==> config.mk <==
export PLATFORM = sky130hd
export DESIGN_NAME = sd4_pe_pipe
export DESIGN_NICKNAME = d
export VERILOG_FILES = /design/src/rtl/sd4_pe_pipe.sv
export SDC_FILE = /design/constraint.sdc
export NUM_CORES = 1
export LEC_CHECK = 0
export ABC_AREA = 1
export ABC_CLOCK_PERIOD_IN_PS = 6800
export BUFFER_PORTS_ARGS = -buffer_cell sky130_fd_sc_hd__clkbuf_2
export CAP_MARGIN = 20
export CORE_MARGIN = 2
export CORE_UTILIZATION = 55
export CTS_BUF_LIST = sky130_fd_sc_hd__clkbuf_2
export DETAILED_ROUTE_END_ITERATION = 7
export PLACE_DENSITY = 0.71
export SYNTH_ARGS = -nofsm -noshare
export SYNTH_HDL_FRONTEND = slang
export SYNTH_SLANG_ARGS = --single-unit
==> constraint.sdc <==
create_clock -name clk -period 6.8 [get_ports clk]
set_input_delay 0.68 -clock clk [delete_from_list [all_inputs] [get_ports clk]]
set_output_delay 0.68 -clock clk [all_outputs]
set_load 0.05 [all_outputs]
==> src/rtl/sd4_pe_pipe.sv <==
`default_nettype none
// ============================================================================
// Module   : sd4_pe_pipe
// Purpose  : 3-stage pipelined signed dot-product PE: multiply, adder-tree
//            reduce, arithmetic shift, then add the psum or accumulator.
//            Define PE_SAT_EN to saturate the final add; otherwise it wraps.
// Revision : 1.0 - initial pipelined release
// ============================================================================
module sd4_pe_pipe #(
    parameter int LANES   = 3,
    parameter int IMG_W   = 8,
    parameter int WGT_W   = 12,
    parameter int PSUM_W  = 16,
    parameter int SHIFT_W = 5
) (
    input  logic                     clk,
    input  logic                     rst,
    input  logic                     in_valid,
    output logic                     in_ready,
    input  logic [LANES*IMG_W-1:0]   image_in,
    input  logic [LANES*WGT_W-1:0]   weight,
    input  logic [SHIFT_W-1:0]       exp_bias,
    input  logic [PSUM_W-1:0]        psum,
    input  logic                     acc_mode,
    input  logic                     acc_clr,
    output logic                     out_valid,
    input  logic                     out_ready,
    output logic [PSUM_W-1:0]        psum_out
);

    localparam int PROD_W = IMG_W + WGT_W;
    localparam int SUM_W  = PROD_W + $clog2(LANES);
    localparam int EXT_W  = ((SUM_W > PSUM_W) ? SUM_W : PSUM_W) + 1;

    logic w_adv;

    // Single global stall: every stage moves together or not at all.
    assign w_adv    = !out_valid || out_ready;
    assign in_ready = w_adv;

    // ------------------------------------------------------------------
    // S1: per-lane signed products
    // ------------------------------------------------------------------
    logic signed [PROD_W-1:0]  w_prod  [LANES];
    logic signed [PROD_W-1:0]  r1_prod [LANES];
    logic                      r1_valid;
    logic [SHIFT_W-1:0]        r1_exp;
    logic signed [PSUM_W-1:0]  r1_psum;
    logic                      r1_mode;
    logic                      r1_clr;

    generate
        for (genvar g = 0; g < LANES; g++) begin : g_lane
            logic signed [IMG_W-1:0] w_img;
            logic signed [WGT_W-1:0] w_wgt;
            assign w_img     = image_in[g*IMG_W +: IMG_W];
            assign w_wgt     = weight[g*WGT_W +: WGT_W];
            assign w_prod[g] = w_img * w_wgt;
        end
    endgenerate

    always_ff @(posedge clk or negedge rst) begin
        if (!rst) begin
            r1_valid <= 1'b0;
            r1_exp   <= '0;
            r1_psum  <= '0;
            r1_mode  <= 1'b0;
            r1_clr   <= 1'b0;
            for (int i = 0; i < LANES; i++) r1_prod[i] <= '0;
        end else if (w_adv) begin
            r1_valid <= in_valid;
            r1_exp   <= exp_bias;
            r1_psum  <= psum;
            r1_mode  <= acc_mode;
            r1_clr   <= acc_clr;
            for (int i = 0; i < LANES; i++) r1_prod[i] <= w_prod[i];
        end
    end

    // ------------------------------------------------------------------
    // S2: reduction; SUM_W is wide enough that this cannot overflow
    // ------------------------------------------------------------------
    logic signed [SUM_W-1:0]   w_sum;
    logic signed [SUM_W-1:0]   r2_sum;
    logic                      r2_valid;
    logic [SHIFT_W-1:0]        r2_exp;
    logic signed [PSUM_W-1:0]  r2_psum;
    logic                      r2_mode;
    logic                      r2_clr;

    always_comb begin
        w_sum = '0;
        for (int i = 0; i < LANES; i++) w_sum = w_sum + SUM_W'(r1_prod[i]);
    end

    always_ff @(posedge clk or negedge rst) begin
        if (!rst) begin
            r2_valid <= 1'b0;
            r2_sum   <= '0;
            r2_exp   <= '0;
            r2_psum  <= '0;
            r2_mode  <= 1'b0;
            r2_clr   <= 1'b0;
        end else if (w_adv) begin
            r2_valid <= r1_valid;
            r2_sum   <= w_sum;
            r2_exp   <= r1_exp;
            r2_psum  <= r1_psum;
            r2_mode  <= r1_mode;
            r2_clr   <= r1_clr;
        end
    end

    // ------------------------------------------------------------------
    // S3: shift, add addend, reduce to PSUM_W; accumulator lives here only,
    // so consecutive accumulate beats see each other's results directly.
    // ------------------------------------------------------------------
    logic signed [PSUM_W-1:0]  r_acc;
    logic signed [SUM_W-1:0]   w_shift;
    logic signed [PSUM_W-1:0]  w_addend;
    logic signed [EXT_W-1:0]   w_total;
    logic signed [PSUM_W-1:0]  w_res;

    always_comb begin
        if (int'(r2_exp) >= SUM_W) begin
            w_shift = {SUM_W{r2_sum[SUM_W-1]}};
        end else begin
            w_shift = r2_sum >>> r2_exp;
        end

        w_addend = r2_psum;
        if (r2_mode) begin
            w_addend = r2_clr ? '0 : r_acc;
        end

        w_total = EXT_W'(w_shift) + EXT_W'(w_addend);

`ifdef PE_SAT_EN
        // Fits when all bits from PSUM_W-1 upward agree with the sign.
        if ((w_total >>> (PSUM_W - 1)) == '0 || (w_total >>> (PSUM_W - 1)) == '1) begin
            w_res = PSUM_W'(w_total);
        end else if (w_total[EXT_W-1]) begin
            w_res = {1'b1, {(PSUM_W-1){1'b0}}};
        end else begin
            w_res = {1'b0, {(PSUM_W-1){1'b1}}};
        end
`else
        w_res = PSUM_W'(w_total);
`endif
    end

    always_ff @(posedge clk or negedge rst) begin
        if (!rst) begin
            out_valid <= 1'b0;
            psum_out  <= '0;
            r_acc     <= '0;
        end else if (w_adv) begin
            out_valid <= r2_valid;
            if (r2_valid) begin
                psum_out <= w_res;
                if (r2_mode) begin
                    r_acc <= w_res;
                end
            end
        end
    end

endmodule
`default_nettype wire

Word level (Yosys, flattened, before mapping)
Cells that the tools add are included.

Register bits: 163. Input bits: 87. Output and inout bits: 18. Word-level logic and storage cells: 32.

Add/sub/neg operators: 3. $mul: 3. $lt $le $gt $ge: 1. Shifts and indexed selects: 1. Multiplexer cells: 3. Reductions and logical operators: 4.

Operators with widths (count): 8-bit by 12-bit multiplier with 20-bit output (3); 16-bit two-way mux (3); 21-bit by 20-bit adder with 22-bit output (1); 22-bit by 5-bit >>> shifter with 16-bit output (1); 20-bit by 20-bit adder with 21-bit output (1); 16-bit adder (1); 5-bit greater-or-equal comparator (second input constant) (1); 3-bit AND reduction (1); 2-bit AND reduction (1); 1-bit logical NOT (1); 1-bit logical OR (1).

Longest topological paths before layout
Word-level depth: 3. Mapped depth: 24. Depth with buffers taken out: 22.

Worst setup path before layout
Ideal clock, no wire load.

Kind: input to register. Start: input port image_in[2]. End: register r1_prod[59] (netlist name). Library setup time: 117 ps. Arrival time: 4415 ps. Required time: 6683 ps. Slack: 2268 ps. Stages: 17. Buffers on the path: 1. Cells stage by stage: clkbuf_1 -> nand2_1 -> fa_1 -> inv_1 -> fa_1 -> inv_1 -> fa_1 -> inv_1 -> fa_1 -> ha_1 -> a21oi_1 -> a21boi_0 -> nand2_1 -> a21oi_1 -> nand3_1 -> nand3_1 -> nand2_1.

Word-level cells in the longest chain between the ends: 1.

RTL lines: from (decl) (RTL line 20) `input logic [LANES*IMG_W-1:0] image_in,`; 8-bit by 12-bit multiplier with 20-bit output (RTL line 58) `assign w_prod[g] = w_img * w_wgt;`; to (decl) (RTL line 45) `logic signed [PROD_W-1:0] r1_prod [LANES];`.

Every way passes these cells. A chain may end at the register's enable or synchronous reset.

Worst setup path in the final report
Same ends and word-level chain as after synthesis.

==> key figures <==
Route
  • Total number of vias: 17,200
  • Final WL: 48,000 microns
  • DR DRC count: 0
  • Average wire per standard cell: 14.3 microns
  • Post-DRT Antenna Nets: 0
  • Vias per inst: 5.11
  • Initial DRC Count: 1,017
  • DR pass1 iterations: 5

Yosys
  • Post-synth top cells: 833 x nand2_1, 627 x inv_1, 259 x fa_1, 171 x o21ai_0, 163 x dfrtp_1
  • Largest family of logic cells by synthesized area: adder cells
  • Post-synth EDFFs: 0
  • Flops & latches, synth: 163
  • Post-synthesis xor/xnor area fraction: 1.57%
  • Most frequent cell after synthesis: nand2_1
  • Async set-reset flop share out of synthesis: 100%
  • Synth Area in Adders: 33.9%
  • Synth Cell Area: 20,700 sq um
  • Top-area cell type share of the netlist area: 25.0%
  • Sequential area share after synthesis: 19.7%
  • Top cell type by total area after synthesis: fa_1
  • Synth Warn #: 0
  • Synth Area in Compound Gates: 8.41%
  • Area contributors post-synth: fa_1 25%, dfrtp_1 20%, nand2_1 15%, inv_1 11%, ha_1 8.8%
  • Synth Area in Simple Gates: 22.5%
  • Synth unique cells: 46
  • Post-synthesis mux area share: 0.145%
  • Primary FF master, synth: dfrtp_1
  • Syn Nets: 3,299
  • Synthesized area per cell: 7.38 sq um
  • Cell count after synthesis: 2,807

Final layout
  • Area of the multi-input gates: 13,800 sq um
  • FILL cells: 3,553
  • Fin util: 58.4%
  • Count of nets after finishing: 3,330
  • Storage element area: 4080 sq um
  • Area Growth Syn to Fin: 5.41%
  • Design area: 21,800 sq um
  • Finished Layout Cells: 3,364
  • Share of layout cells above drive strength 1: 6.70%

Timing
  • Achievable Freq: 247 MHz
  • Max Slew Vio Count: 0
  • Tmin final: 4.04 ns
  • Final Setup Violations: 0
  • WHS: 0.0737 ns
  • Least-Margin Pin Slew: 1.01 ns
  • Final Cycle Share: 59.5%
  • Final Hold Vio Count: 0
  • TNS Setup: 0 ns
  • PnR worst setup slack: 2.76 ns
  • RSZ-0062 raised after global routing: no
  • Relative slew margins: 32.4%
  • Setup Skew: 0.0557 ns

Global route
  • First-pass GRT wire length: 81,900 microns
  • Total Routing Usage GR: 26.0%
  • Initial antenna violation count: 1
  • Global route overflow: 0
  • Vias in the first global route: 17,000
  • Largest net degree at the start of global routing: 104

Floorplanning
  • Initial Utilization: 55.4%
  • Die footprint: 39,200 sq um
  • Die Y-Extent: 198 microns
  • Core area: 37,400 sq um
  • Num rows: 71
  • Die width: 198 microns
  • I/O pin total: 105

Clock tree
  • Sink Count: 163
  • CTS Hold Bufs: 10
  • H-tree lvl count: 4
  • CTS tree: built
  • Clock Latency Late Sink: 0.83 ns
  • Post-CTS resize count: 0
  • CTS max path bufs: 2
  • Post-CTS setup buffers: 0
  • Clk pin slew, worst setup/hold paths: 0.23 ns
  • Root Driver: clkbuf_2
  • Num CTS Buffers: 17

Setup path
  • Crit-path max FO: 12
  • Slowest CP cell: fa_1
  • Crit path buf inv count: 5
  • Worst EP arrival: 4.76 ns
  • Critical Path RT: 7.52 ns
  • Max incr delay on CP: 0.71 ns
  • Crit. End Element: flip-flop
  • Crit path kind: in -> reg
  • Critical Path Start Type: primary input
  • Crit-path cells: clkbuf_2, nand2_1, fa_1, inv_1, fa_1, inv_1, fa_1, inv_1, fa_1, ha_1, nand2_1, inv_1, a21boi_0, nand2_1, a21oi_1, nand3_1, nand3_1, nand2_1
  • Crit-path leading delay family: adder cells

Power and ir drop
  • Total power per unit cell area: 512 nW/um^2
  • Clock Power Share: 5.3%
  • P_int: 4.82 mW
  • Flop pwr share: 16.5%
  • Power Total: 11.2 mW
  • Combinational Power Share: 78.2%
  • P_leak: 12.7 nW
  • Switching power: 6.34 mW
  • Worst vdd ir: 0.276 mV
  • Sw Ratio: 56.8%

Placement
  • IO buf count: 104
  • Hpwl dp: 39,400 microns
  • Placement Setup Slack: 1.96 ns
  • Routability Congestion: 0.905
  • Dpl cells: 3,317
  • Dpl cell area: 21,400 sq um

Run
  • Max-Cap Viols: 0

Hold path
  • Hold Path Class: in -> reg

Outcome
  • Status: finished clean
[metal layers]
| layer | global-route usage (%) | share of wire [%] | vias to the layer above |
|---|---|---|---|
| met5 | 0 | 0 | - |
| met4 | 7.63 | 2.6 | 0 |
| met1 | 35.8 | 46 | 8274 |
| met3 | 3.34 | 4.1 | 70 |
| met2 | 43.1 | 47 | 354 |
| li1 | - | - | 8494 |
[tightest hold or removal path: stages]
cell      delay [ns]
clkbuf_2        0.08
nand2_1         0.05
nand2_1         0.05
[path summary, 6_finish.rpt]
path	startpoint	to	slack, ns	cells past startpoint
worst min register to register	r2_sum[19]	r2_sum[19]	0.52	2
worst min-delay path	in_valid	r1_valid	0.07	3
worst max register to register	r2_exp[0]	psum_out[10]	3.19	21
worst max-delay path	image_in[2]	r1_prod[59]	2.76	18
min in group asynchronous	rst	r_acc[11]	0.50	2
max in group asynchronous	rst	r2_sum[4]	4.88	3
[kinds of logic after synthesis]
kind of cell,after synthesis
XOR/XNOR,37
adder cells (fa/ha/maj),405
AND/OR/NAND/NOR,1138
AO/OA/AOI/OAI,319
multiplexers,3
buffers and inverters,742
flip-flops,163
[cells in the final DEF (no fill, tap or decap), drive strengths merged, types with 9 or more instances in the layout]
| cell | netlist | layout |
|---|---|---|
| nand2 | 834 | 834 |
| nor2 | 93 | 93 |
| nand3 | 139 | 139 |
| clkbuf | 81 | 121 |
| dlygate4sd3 | 0 | 13 |
| xnor2 | 27 | 27 |
| or2 | 29 | 29 |
| xor2 | 10 | 10 |
| a31oi | 9 | 9 |
| a21oi | 90 | 90 |
| o21ai | 189 | 189 |
| fa | 259 | 259 |
| inv | 632 | 637 |
| ha | 146 | 146 |
| nand4 | 18 | 18 |
| nand3b | 14 | 14 |
| dfrtp | 163 | 163 |
[power groups by stage]
stage          sequential (mW)  clock (mW)  combinational [mW]
3_3_place_gp              1.85           0                8.56
4_1_cts                   1.84       0.607                8.77
2_1_floorplan             1.83           0                6.63
5_1_grt                   1.89       0.653                10.1
3_5_place_dp              1.86           0                8.70
6_report                  1.84       0.595                8.73
[sequential cells by signal, indices dropped and copies added (netlist names)]
name	flops
r1_prod	60
r2_sum	22
psum_out	16
r1_psum	16
r2_psum	16
r_acc	16
r1_exp	5
r2_exp	5
out_valid	1
r1_clr	1
r1_mode	1
r1_valid	1
r2_clr	1
r2_mode	1
r2_valid	1
[cell type report]
class	count	area share, %
diodes	2	0.0229
clock inverters	14	0.808
flip-flops and latches	163	18.7
repair buffers	121	3.15
well taps	511	2.93
multi-input cells	1902	63.1
inverters	633	10.9
clock buffers	18	0.413
Power figures use the tool's default switching activity.
